`config.mk`:
```
export PLATFORM = sky130hd
export DESIGN_NAME = status_branch_unit
export DESIGN_NICKNAME = d
export VERILOG_FILES = /design/src/rtl/status_branch_unit.sv
export SDC_FILE = /design/constraint.sdc
export NUM_CORES = 1
export LEC_CHECK = 0
export CAP_MARGIN = 15
export CORE_MARGIN = 8
export CORE_UTILIZATION = 45
export DETAILED_ROUTE_END_ITERATION = 8
export PLACE_DENSITY = 0.71
export SLEW_MARGIN = 20
export SYNTH_ARGS = -nofsm -noshare
export SYNTH_HDL_FRONTEND = slang
export SYNTH_SLANG_ARGS = --single-unit
```
`constraint.sdc`:
```
create_clock -name clk -period 3.97 [get_ports clk]
set_input_delay 0.5955 -clock clk [delete_from_list [all_inputs] [get_ports clk]]
set_output_delay 0.5955 -clock clk [all_outputs]
set_load 0.01 [all_outputs]
```
`src/rtl/status_branch_unit.sv`:
```
// Latches the ALU {n,z,v} status and resolves one conditional branch at a time
// through an IDLE -> EVAL -> RESP handshake; also counts taken branches.
module status_branch_unit #(
    parameter int unsigned DATA_W = 32,
    parameter int unsigned IMM_W  = 16,
    parameter int unsigned CNT_W  = 16
) (
    input  logic              clk,
    input  logic              reset_n,
    input  logic              flag_we,
    input  logic [2:0]        alu_status,
    input  logic              br_valid,
    output logic              br_ready,
    input  logic [2:0]        br_cond,
    input  logic [DATA_W-1:0] br_pc4,
    input  logic [IMM_W-1:0]  br_imm,
    output logic              res_valid,
    input  logic              res_ready,
    output logic              res_taken,
    output logic [DATA_W-1:0] res_target,
    output logic [DATA_W-1:0] res_link,
    output logic              res_illegal,
    output logic [2:0]        flags,
    output logic [CNT_W-1:0]  taken_cnt
);

    localparam int unsigned SEXT_W = DATA_W - IMM_W - 2;

    typedef enum logic [1:0] {S_IDLE, S_EVAL, S_RESP} state_t;

    state_t              r_state;
    state_t              w_next;
    logic [2:0]          r_flags;
    logic [2:0]          r_snap;
    logic [2:0]          r_cond;
    logic [DATA_W-1:0]   r_pc4;
    logic [IMM_W-1:0]    r_imm;
    logic                r_valid;
    logic                r_taken;
    logic [DATA_W-1:0]   r_target;
    logic [DATA_W-1:0]   r_link;
    logic                r_illegal;
    logic [CNT_W-1:0]    r_cnt;
    logic                w_accept;
    logic                w_taken;
    logic                w_illegal;
    logic [DATA_W-1:0]   w_offset;
    logic [DATA_W-1:0]   w_target;

    assign w_accept = (r_state == S_IDLE) && br_valid;

    always_ff @(posedge clk or negedge reset_n) begin
        if (!reset_n) r_state <= S_IDLE;
        else          r_state <= w_next;
    end

    always_comb begin
        w_next = r_state;
        case (r_state)
            S_IDLE:  if (br_valid)  w_next = S_EVAL;
            S_EVAL:                 w_next = S_RESP;
            S_RESP:  if (res_ready) w_next = S_IDLE;
            default:                w_next = S_IDLE;
        endcase
    end

    always_ff @(posedge clk or negedge reset_n) begin
        if (!reset_n)     r_flags <= '0;
        else if (flag_we) r_flags <= alu_status;
    end

    // Snapshot bypasses a same-cycle flag write so the branch sees the newest status.
    always_ff @(posedge clk or negedge reset_n) begin
        if (!reset_n) begin
            r_snap <= '0;
            r_cond <= '0;
            r_pc4  <= '0;
            r_imm  <= '0;
        end else if (w_accept) begin
            r_snap <= flag_we ? alu_status : r_flags;
            r_cond <= br_cond;
            r_pc4  <= br_pc4;
            r_imm  <= br_imm;
        end
    end

    always_comb begin
        w_taken   = 1'b0;
        w_illegal = 1'b0;
        case (r_cond)
            3'b000: w_taken = r_snap[1];
            3'b001: w_taken = !r_snap[1];
            3'b010: w_taken = r_snap[2];
            3'b011: w_taken = (r_snap[2] == r_snap[0]);
            3'b100: w_taken = r_snap[0];
            3'b101: w_taken = !r_snap[0];
            3'b110: w_taken = 1'b1;
            default: w_illegal = 1'b1;
        endcase
    end

    assign w_offset = {{SEXT_W{r_imm[IMM_W-1]}}, r_imm, 2'b00};
    assign w_target = w_taken ? (r_pc4 + w_offset) : r_pc4;

    always_ff @(posedge clk or negedge reset_n) begin
        if (!reset_n) begin
            r_valid   <= 1'b0;
            r_taken   <= 1'b0;
            r_target  <= '0;
            r_link    <= '0;
            r_illegal <= 1'b0;
            r_cnt     <= '0;
        end else if (r_state == S_EVAL) begin
            r_valid   <= 1'b1;
            r_taken   <= w_taken;
            r_target  <= w_target;
            r_link    <= r_pc4;
            r_illegal <= w_illegal;
            if (w_taken && (r_cnt != '1)) r_cnt <= r_cnt + 1'b1;
        end else if ((r_state == S_RESP) && res_ready) begin
            r_valid <= 1'b0;
        end
    end

    assign br_ready    = (r_state == S_IDLE) && reset_n;
    assign res_valid   = r_valid;
    assign res_taken   = r_taken;
    assign res_target  = r_target;
    assign res_link    = r_link;
    assign res_illegal = r_illegal;
    assign flags       = r_flags;
    assign taken_cnt   = r_cnt;

endmodule

```
==> results of run 1 <==
-- final cells by class --
cell class | instances | area share
Tap cell | 216 | 0.02855
Clock inverter | 10 | 0.01216
Timing Repair Buffer | 153 | 0.1601
Inverter | 9 | 0.003569
Sequential cell | 140 | 0.3701
Multi-Input combinational cell | 539 | 0.3766
Clock buffer | 22 | 0.04904
-- logic make-up after synthesis --
family | after synthesis
simple gates | 258
compound gates | 148
flops | 140
mux | 64
buf+inv | 42
xor+xnor | 38
fa+ha+maj | 31
-- timing repair --
action	4_1_cts	5_1_grt
hold buffers	1	0
resized for setup	0	0
buffers inserted	0	0
hold endpoints to repair	9	0
-- path summary, 6_finish.rpt --
| check | slack [ns] | endpoint | cells after the start |
|---|---|---|---|
| setup / recovery | 1.11 | res_target[31] | 9 |
| hold / removal | 0.48 | res_link[28] | 2 |
| setup reg to reg | 1.11 | res_target[31] | 9 |
| hold reg to reg | 0.48 | res_link[28] | 2 |
| max in group asynchronous | 2.35 | res_target[23] | 3 |
| min in group asynchronous | 0.58 | res_target[10] | 2 |
-- registers in the layout, summed over array words and instances, names as in the netlist, 2 cells and up --
signal,count
r_snap,3
taken_cnt,16
flags,3
r_state,2
res_target,32
r_imm,16
r_pc4,32
r_cond,3
res_link,30
-- power breakdown --
part           total (mW)  internal [mW]  switching [mW]  leakage [nW]
sequential           2.62           2.07           0.545          1.71
combinational        5.55           2.52            3.03          2.18
clock                1.55          0.957           0.597         0.277
total                9.72           5.55            4.17          4.17
-- worst max-delay path, delay by kind of cell, from the launching register on --
kind	cells	cell delay [ns]
AOI/OAI and AO/OA	6	1.18
DFF	1	0.74
adders and majority gates	1	0.43
and+or+nand+nor	1	0.32
xor gates and xnor gates	1	0.10
-- cells in the mapped netlist (3+ instances only) --
cell and instances:
nor2_1 34, and3_1 8, o21ai_1 6, nand3_1 12, nand2_1 155, a21o_1 12, o31ai_1 3, ha_1 30
dfrtp_1 140, o21ai_2 4, xor2_1 17, clkbuf_1 22, and2_1 4, buf_2 7, nor2b_1 11, o21bai_1 5
o21a_1 6, mux2i_1 7, xnor2_1 21, or3_1 4, mux2_2 57, a21oi_1 40, nor3_1 6, a31oi_1 11
a211oi_1 3, inv_1 9, nand4_1 8, o21ai_0 39, nor3b_1 4, and4_1 3
-- routing by layer --
metal	GRT usage	vias up
met5	0	-
met4	0.05201	0
met3	0.04875	11
met2	0.3312	125
met1	0.2484	2840
li1	-	2790
-- per-stage QoR --
| step | cells | hold WS [ns] | cell area (um^2) | worst slack [ns] | total power, mW |
|---|---|---|---|---|---|
| after global placement | 1056 | 0.4422 | 8877 | 1.174 | 8.112 |
| final | 1089 | 0.4782 | 9467 | 1.114 | 9.719 |
| after global routing | 1089 | 0.4982 | 9467 | 0.8199 | 10.52 |
| after CTS | 1089 | 0.4830 | 9467 | 1.066 | 9.801 |
| after floorplan | 721 | 0.2999 | 7227 | 1.348 | 6.330 |
| after detailed placement | 1056 | 0.4457 | 8877 | 1.114 | 8.178 |
==> results.py, run 1 <==
metrics = {
    "clocking": {
        "cts_tree": "built",
        "clk_latency_ns": 0.41,
        "clock_path_buffers": 2,
        "clock_sinks": 140,
        "cts_buffers": 17,
        "clk_pin_slew_worst_paths_ns": 0.06,
        "cts_root_buffer": "clkbuf_16",
        "h-tree-depth": 4,
    },
    "floorplanning": {
        "initial_core_util": 0.4583,
        "core_area_um2": 15770,
        "ios": 146,
        "dieArea_um2": 20370,
        "die_h_um": 142.7,
        "rows": 46,
        "die_w_um": 142.7,
    },
    "routing": {
        "top_layer_used": "met4",
        "viasPerCell": 5.295,
        "vias": 5766,
        "wire_per_inst_um": 17.86,
        "ant_nets": 0,
        "met2_length_um": 9644,
        "wl_met1_um": 8688,
        "drtPass1Iterations": 4,
        "wl_met3_um": 966,
        "drc": 0,
        "drtIter0Drc": 331,
        "route.final.wire_length_um": 19450,
    },
    "final_layout": {
        "fin_util": 0.6003,
        "syn2layout_area_growth_pct": 30.99,
        "final_nets": 950,
        "mostFrequentLayoutCell": "nand2_1",
        "drive_gt1_frac": 0.1283,
        "regArea_um2": 3503,
        "final_cell_mix": "nand2_1 (155), clkdlybuf4s50_1 (144), dfrtp_1 (140), mux2_2 (57), a21oi_1 (40)",
        "num_antenna_cells": 0,
        "multi_input_area_um2": 3565,
        "fillers": 1360,
    },
    "synthesis": {
        "yosysWarnings": 0,
        "yosysUniqueCellTypes": 56,
        "yosys.area_share.simple": 0.1577,
        "synth.area.top_cells": "dfrtp_1 (48%), mux2_2 (8.9%), nand2_1 (8.1%)",
        "syn-num-nets": 811,
        "synth_area_um2": 7227,
        "synth_top_area_share": 0.4848,
        "synth_top_family_by_area": "simple AND/OR/NAND/NOR gates",
        "synth_largest_area_cell": "dfrtp_1",
        "syn_inst": 721,
        "synth_seq_cells": 140,
        "muxShareOfSynthArea": 0.09851,
        "synthXorXnorAreaFrac": 0.04605,
        "synth_async_sr_flop_share": 1.000,
        "synth_flop_cell": "dfrtp_1",
        "synthAdderAreaFrac": 0.05471,
        "syn_avg_cell_area_um2": 10.02,
        "synth_edf_count": 0,
        "ys_seq_area_frac": 0.4848,
        "synth-compound-area-share": 0.1342,
    },
    "global_route": {
        "gr-total-overflow": 0,
        "grt_pass1_vias": 5926,
        "grt_pass1_wl_um": 31610,
        "grt_start_max_net_pins": 83,
        "antenna_found_initial": 0,
        "gr-usage-all-layers": 0.1972,
    },
    "sta": {
        "skew_ns": 0.01036,
        "relSlewSlack": 0.3712,
        "setup_tns_ns": 0,
        "finalCritPeriodShare": 0.7193,
        "finalHoldViolCount": 0,
        "timing.fmax_mhz": 350.2,
        "fin_crit_ns": 2.856,
        "rsz0062_at_grt": "false",
        "drv_slew": 0,
        "tightest_slew_ns": 0.9413,
        "setup_violations": 0,
    },
    "placed_design": {
        "portBuffers": 145,
        "dp_hpwl_um": 14370,
        "place_congestion": 0.8462,
    },
    "power": {
        "leakagePower_nw": 4.169,
        "peakVddDrop_v": 0.0004460,
        "powerDensity_nw_per_um2": 1027,
    },
    "hold_path": {
        "hp-start": "res_link[28]",
        "hp-class": "flip-flop to flip-flop",
    },
    "setup_path": {
        "crit_path_start_kind": "flip-flop",
        "path_cells": "ha_1 > a21o_1 > o21bai_1 > a2111oi_0 > a211oi_1 > a31oi_1 > xor2_1 > or3_1 > a31oi_1",
        "required_ns": 4.30,
        "cp_common_cell": "a31oi_1",
        "cpPeakStageDelay_ns": 0.74,
        "critPathSlowestCell": "dfrtp_1",
        "timing.rr.start": "r_imm[15]",
        "critPathCaptureType": "flip-flop",
        "path_max_fanout": 16,
        "worstPathArrival_ns": 3.19,
        "crit_start": "r_imm[15]",
        "path_class": "flip-flop to flip-flop",
    },
    "outcome": {
        "status": "finished, final reports clean",
    },
    "job": {
        "maxCapViolCount": 0,
    },
}
No activity file was read; power rests on OpenSTA's default activity.
==> inputs of run 2 (changes only) <==
Clock period 3.97 ns to 2.81 ns, I/O delays scaled along.
==> results.py, run 2 (synthesis results as in run 1) <==
metrics = {
    "floorplanning": {
        "die_w_um": 142.7,
        "ios": 146,
        "initial_core_util": 0.4583,
        "rows": 46,
        "die_h_um": 142.7,
        "core_area_um2": 15770,
        "dieArea_um2": 20370,
    },
    "setup_path": {
        "path_depth": 9,
        "rr_worst_depth": 9,
        "crit_end": "res_target[31]",
        "path_max_fanout": 14,
        "worstPathArrival_ns": 2.93,
        "path_cells": "buf_4 > ha_1 > and3_1 > a2111oi_0 > a211oi_1 > a31oi_1 > xor2_1 > or3_1 > a31oi_1",
        "cpPeakStageDelay_ns": 0.57,
        "critPathSlowestCell": "dfrtp_4",
        "reg2reg_to": "res_target[31]",
        "crit_start": "r_imm[15]",
        "critPathCaptureType": "flip-flop",
        "timing.rr.start": "r_imm[15]",
        "r2r_setup_slack_ns": 0.21,
        "crit_family": "compound AO/OA/AOI/OAI gates",
        "crit_path_start_kind": "flip-flop",
        "path_class": "flip-flop to flip-flop",
        "cp_common_cell": "a31oi_1",
        "cp_num_buf_inv": 1,
        "required_ns": 3.14,
    },
    "sta": {
        "finalCritPeriodShare": 0.9238,
        "drv_slew": 0,
        "setup_violations": 0,
        "relSlewSlack": 0.4107,
        "setup_tns_ns": 0,
        "rsz0062_at_grt": "false",
        "fin_crit_ns": 2.596,
        "finalHoldViolCount": 0,
        "fin_ws_ns": 0.2141,
        "timing.fmax_mhz": 385.2,
        "tightest_slew_ns": 0.8840,
        "skew_ns": 0.01103,
    },
    "routing": {
        "drtPass1Iterations": 5,
        "drtIter0Drc": 229,
        "route.final.wire_length_um": 19370,
        "wire_per_inst_um": 17.64,
        "vias": 5791,
        "drc": 0,
        "ant_nets": 0,
        "viasPerCell": 5.274,
    },
    "final_layout": {
        "final_cell_mix": "nand2_1 (155), clkdlybuf4s50_1 (144), dfrtp_1 (139), mux2_2 (57), a21oi_1 (40)",
        "post-route-cell-area_um2": 9579,
        "num_antenna_cells": 0,
        "stdcell_count": 1098,
        "syn2layout_area_growth_pct": 32.55,
        "final_nets": 961,
        "drive_gt1_frac": 0.1474,
        "mostFrequentLayoutCell": "nand2_1",
    },
    "clocking": {
        "cts_buffers": 17,
        "cts_root_buffer": "clkbuf_16",
        "h-tree-depth": 4,
        "clk_pin_slew_worst_paths_ns": 0.06,
        "cts_tree": "built",
        "clk_latency_ns": 0.42,
        "postCtsHoldBufs": 0,
        "clock_path_buffers": 2,
        "clock_sinks": 140,
        "post-cts-setup-buffers": 0,
    },
    "hold_path": {
        "hp-class": "input pin to asynchronous set/reset pin",
    },
    "global_route": {
        "grt_pass1_wl_um": 31610,
        "gr-usage-all-layers": 0.1971,
        "antenna_found_initial": 0,
        "grt_start_max_net_pins": 72,
        "gr-total-overflow": 0,
        "grt_pass1_vias": 6201,
    },
    "outcome": {
        "status": "finished, final reports clean",
    },
    "placed_design": {
        "placedInstanceArea_um2": 8980,
        "place_congestion": 0.8334,
        "portBuffers": 145,
        "placed_cells": 1068,
        "place_ws_ns": -0.0009321,
        "dp_hpwl_um": 14450,
    },
    "power": {
        "peakVddDrop_v": 0.0006375,
        "leakagePower_nw": 4.231,
        "total_power_mw": 13.96,
        "powerDensity_nw_per_um2": 1457,
    },
    "job": {
        "maxCapViolCount": 0,
    },
}
[run 2: changes by cell type in the layout (fill, tap and decap cells not counted), sizes merged]
cell / delta
dlygate4sd3: -1
buf: +12
clkbuf: -2
clkinv: -1
inv: +1
[run 2: repair_timing]
item,in CTS,in global routing
setup endpoints to repair,1,5
resized for setup,1,6
pin swaps,0,3
[run 2: cell type report]
cell class / instances / area [um^2]
Multi-Input combinational cell: 539 / 3578
Tap cell: 216 / 270.3
Clock buffer: 20 / 466.7
Timing Repair Buffer: 164 / 1608
Clock inverter: 10 / 115.1
Fill cell: 1338 / 6191
Inverter: 9 / 33.78
Sequential cell: 140 / 3507
[run 2: power breakdown]
part	total, mW	switching [mW]	internal, mW
Clock	2.21	0.846	1.37
Combinational	8.04	4.31	3.73
Sequential	3.70	0.766	2.93
Total	14.0	5.93	8.03
[run 2: worst min path at each step]
stage                   from       endpoint  slack [ns]
floorplan            reset_n       flags[0]        0.13
global placement    r_pc4[1]  res_target[1]        0.45
detailed placement  r_pc4[0]  res_target[0]        0.46
CTS                  reset_n      r_snap[1]        0.27
global route         reset_n       r_pc4[7]        0.31
finish               reset_n    res_link[7]        0.24
[run 2: metrics by stage]
stage	util	hold WS [ns]
floorplan	-	0.1259
global placement	0.5694	0.4450
detailed placement	0.5694	0.4587
CTS	0.6064	0.2697
global route	0.6074	0.3085
finish	0.6074	0.2366
[run 2: metal layers]
| layer | vias up | wire length, um | track usage |
|---|---|---|---|
| met5 | - | 0 | 0 |
| met4 | 0 | 197 | 0.06376 |
| met3 | 14 | 834 | 0.04674 |
| met2 | 137 | 9619 | 0.3347 |
| met1 | 2823 | 8715 | 0.2421 |
| li1 | 2817 | - | - |
==> inputs of run 3 (changes only) <==
Settings changed: CORE_MARGIN 8 to 4.
==> results.py, run 3 (synthesis results as in run 1) <==
metrics = {
    "setup_path": {
        "reg2reg_to": "res_target[30]",
        "required_ns": 3.11,
        "worstPathArrival_ns": 3.00,
        "crit_end": "res_target[30]",
        "critPathSlowestCell": "dfrtp_1",
        "cp_num_buf_inv": 0,
        "r2r_setup_slack_ns": 0.12,
        "path_cells": "ha_1 > fa_2 > a21oi_4 > o2111ai_4 > a21o_4 > a31oi_4 > o31ai_2 > a311oi_2 > xor2_1 > o21ai_1",
        "timing.rr.start": "r_pc4[2]",
        "cpPeakStageDelay_ns": 0.39,
        "rr_worst_depth": 10,
        "path_max_fanout": 3,
        "path_depth": 10,
        "critPathCaptureType": "flip-flop",
        "crit_path_start_kind": "flip-flop",
        "path_class": "flip-flop to flip-flop",
        "crit_start": "r_pc4[2]",
        "crit_family": "compound AO/OA/AOI/OAI gates",
    },
    "routing": {
        "viasPerCell": 5.256,
        "wire_per_inst_um": 16.76,
        "ant_nets": 0,
        "drtPass1Iterations": 5,
        "vias": 5808,
        "route.final.wire_length_um": 18530,
        "drtIter0Drc": 352,
        "drc": 0,
    },
    "final_layout": {
        "final_nets": 967,
        "final_cell_mix": "nand2_1 (155), clkdlybuf4s50_1 (144), dfrtp_1 (140), mux2_2 (57), a21oi_1 (40)",
        "num_antenna_cells": 0,
        "fin_util": 0.6115,
        "multi_input_area_um2": 3573,
        "stdcell_count": 1105,
        "fillers": 1370,
        "drive_gt1_frac": 0.1485,
        "mostFrequentLayoutCell": "nand2_1",
        "regArea_um2": 3503,
        "syn2layout_area_growth_pct": 33.93,
    },
    "clocking": {
        "clk_pin_slew_worst_paths_ns": 0.06,
        "cts_buffers": 17,
        "h-tree-depth": 4,
        "cts_root_buffer": "clkbuf_16",
        "clock_path_buffers": 2,
        "clk_latency_ns": 0.43,
        "postCtsHoldBufs": 0,
        "cts_tree": "built",
        "clock_sinks": 140,
    },
    "job": {
        "maxCapViolCount": 0,
    },
    "power": {
        "peakVddDrop_v": 0.0006457,
        "total_power_mw": 14.23,
        "leakagePower_nw": 4.290,
        "powerDensity_nw_per_um2": 1470,
    },
    "sta": {
        "rsz0062_at_grt": "false",
        "fin_crit_ns": 2.695,
        "timing.fmax_mhz": 371.1,
        "skew_ns": 0.008813,
        "drv_slew": 0,
        "finalCritPeriodShare": 0.9589,
        "setup_tns_ns": 0,
        "relSlewSlack": 0.5110,
        "setup_violations": 0,
        "tightest_slew_ns": 0.7334,
        "finalHoldViolCount": 0,
    },
    "floorplanning": {
        "ios": 146,
        "dieArea_um2": 18150,
        "rows": 46,
        "die_h_um": 134.7,
        "die_w_um": 134.7,
        "initial_core_util": 0.4566,
        "core_area_um2": 15830,
    },
    "global_route": {
        "use_met3": 0.04657,
        "busiest_layer": "met2",
        "grt_pass1_wl_um": 30720,
        "gr-usage-all-layers": 0.2138,
        "antenna_found_initial": 0,
        "grt_use_met1": 0.2822,
        "met2_usage": 0.3574,
        "gr-total-overflow": 0,
        "grt_pass1_vias": 5898,
        "grt_start_max_net_pins": 141,
    },
    "hold_path": {
        "hp-class": "input pin to asynchronous set/reset pin",
    },
    "outcome": {
        "status": "finished, final reports clean",
    },
    "placed_design": {
        "dp_hpwl_um": 13400,
        "placed_cells": 1074,
        "portBuffers": 145,
        "place_congestion": 0.8317,
    },
}
[run 3: cell count changes in the layout (fill, tap and decap cells not counted), moves of 2 or more]
cell	before	now
buf_4	18	23
bufinv_16	2	4
clkbuf_1	0	2
clkinv_2	3	1
clkinvlp_4	3	1
ha_1	28	30
ha_2	2	0
[run 3: report_power, final]
part           total (mW)  leakage, nW  internal, mW  switching (mW)
sequential           3.65         1.71          2.93           0.724
combinational        8.16         2.27          3.84            4.32
clock                2.42        0.307          1.56           0.859
total                14.2         4.29          8.33            5.90
[run 3: timing repair]
| item | 4_1_cts | 5_1_grt |
|---|---|---|
| hold endpoints to repair | 0 | 0 |
| buffers inserted | 0 | 0 |
| gates resized for setup | 0 | 3 |
| endpoints found under the setup margin | 0 | 4 |
[run 3: metal layers]
layer | routed length [um] | part of all wire | vias up
met5 | 0 | 0 | -
met4 | 262 | 0.014 | 0
met3 | 670 | 0.036 | 21
met2 | 9021 | 0.49 | 118
met1 | 8571 | 0.46 | 2835
li1 | - | - | 2834
[run 3: cell type report]
type / instances / area share
Clock inverter: 9 / 0.01642
Timing Repair Buffer: 170 / 0.1721
Sequential cell: 140 / 0.3619
Tap cell: 216 / 0.02792
Multi-Input combinational cell: 539 / 0.3692
Clock buffer: 22 / 0.04899
Inverter: 9 / 0.003490
[run 3: through the flow]
stage	instance area, um^2	setup WS, ns	hold slack (ns)
final	9679	0.1154	0.1343
after global routing	9679	0.002920	0.2063
after detailed placement	9037	0.05739	0.4542
after CTS	9671	0.04285	0.1708
after global placement	9037	0.09411	0.4395
after floorplan	7227	0.1876	0.1259
[run 3: worst min-delay path by stage]
stage / cells after the start / to / slack (ns) / start
CTS: 2 / r_pc4[29] / 0.17 / reset_n
global route: 2 / r_pc4[29] / 0.21 / reset_n
finish: 2 / r_pc4[29] / 0.13 / reset_n
floorplan: 0 / flags[0] / 0.13 / reset_n
detailed placement: 2 / res_target[1] / 0.45 / r_pc4[1]
global placement: 2 / res_target[1] / 0.44 / r_pc4[1]
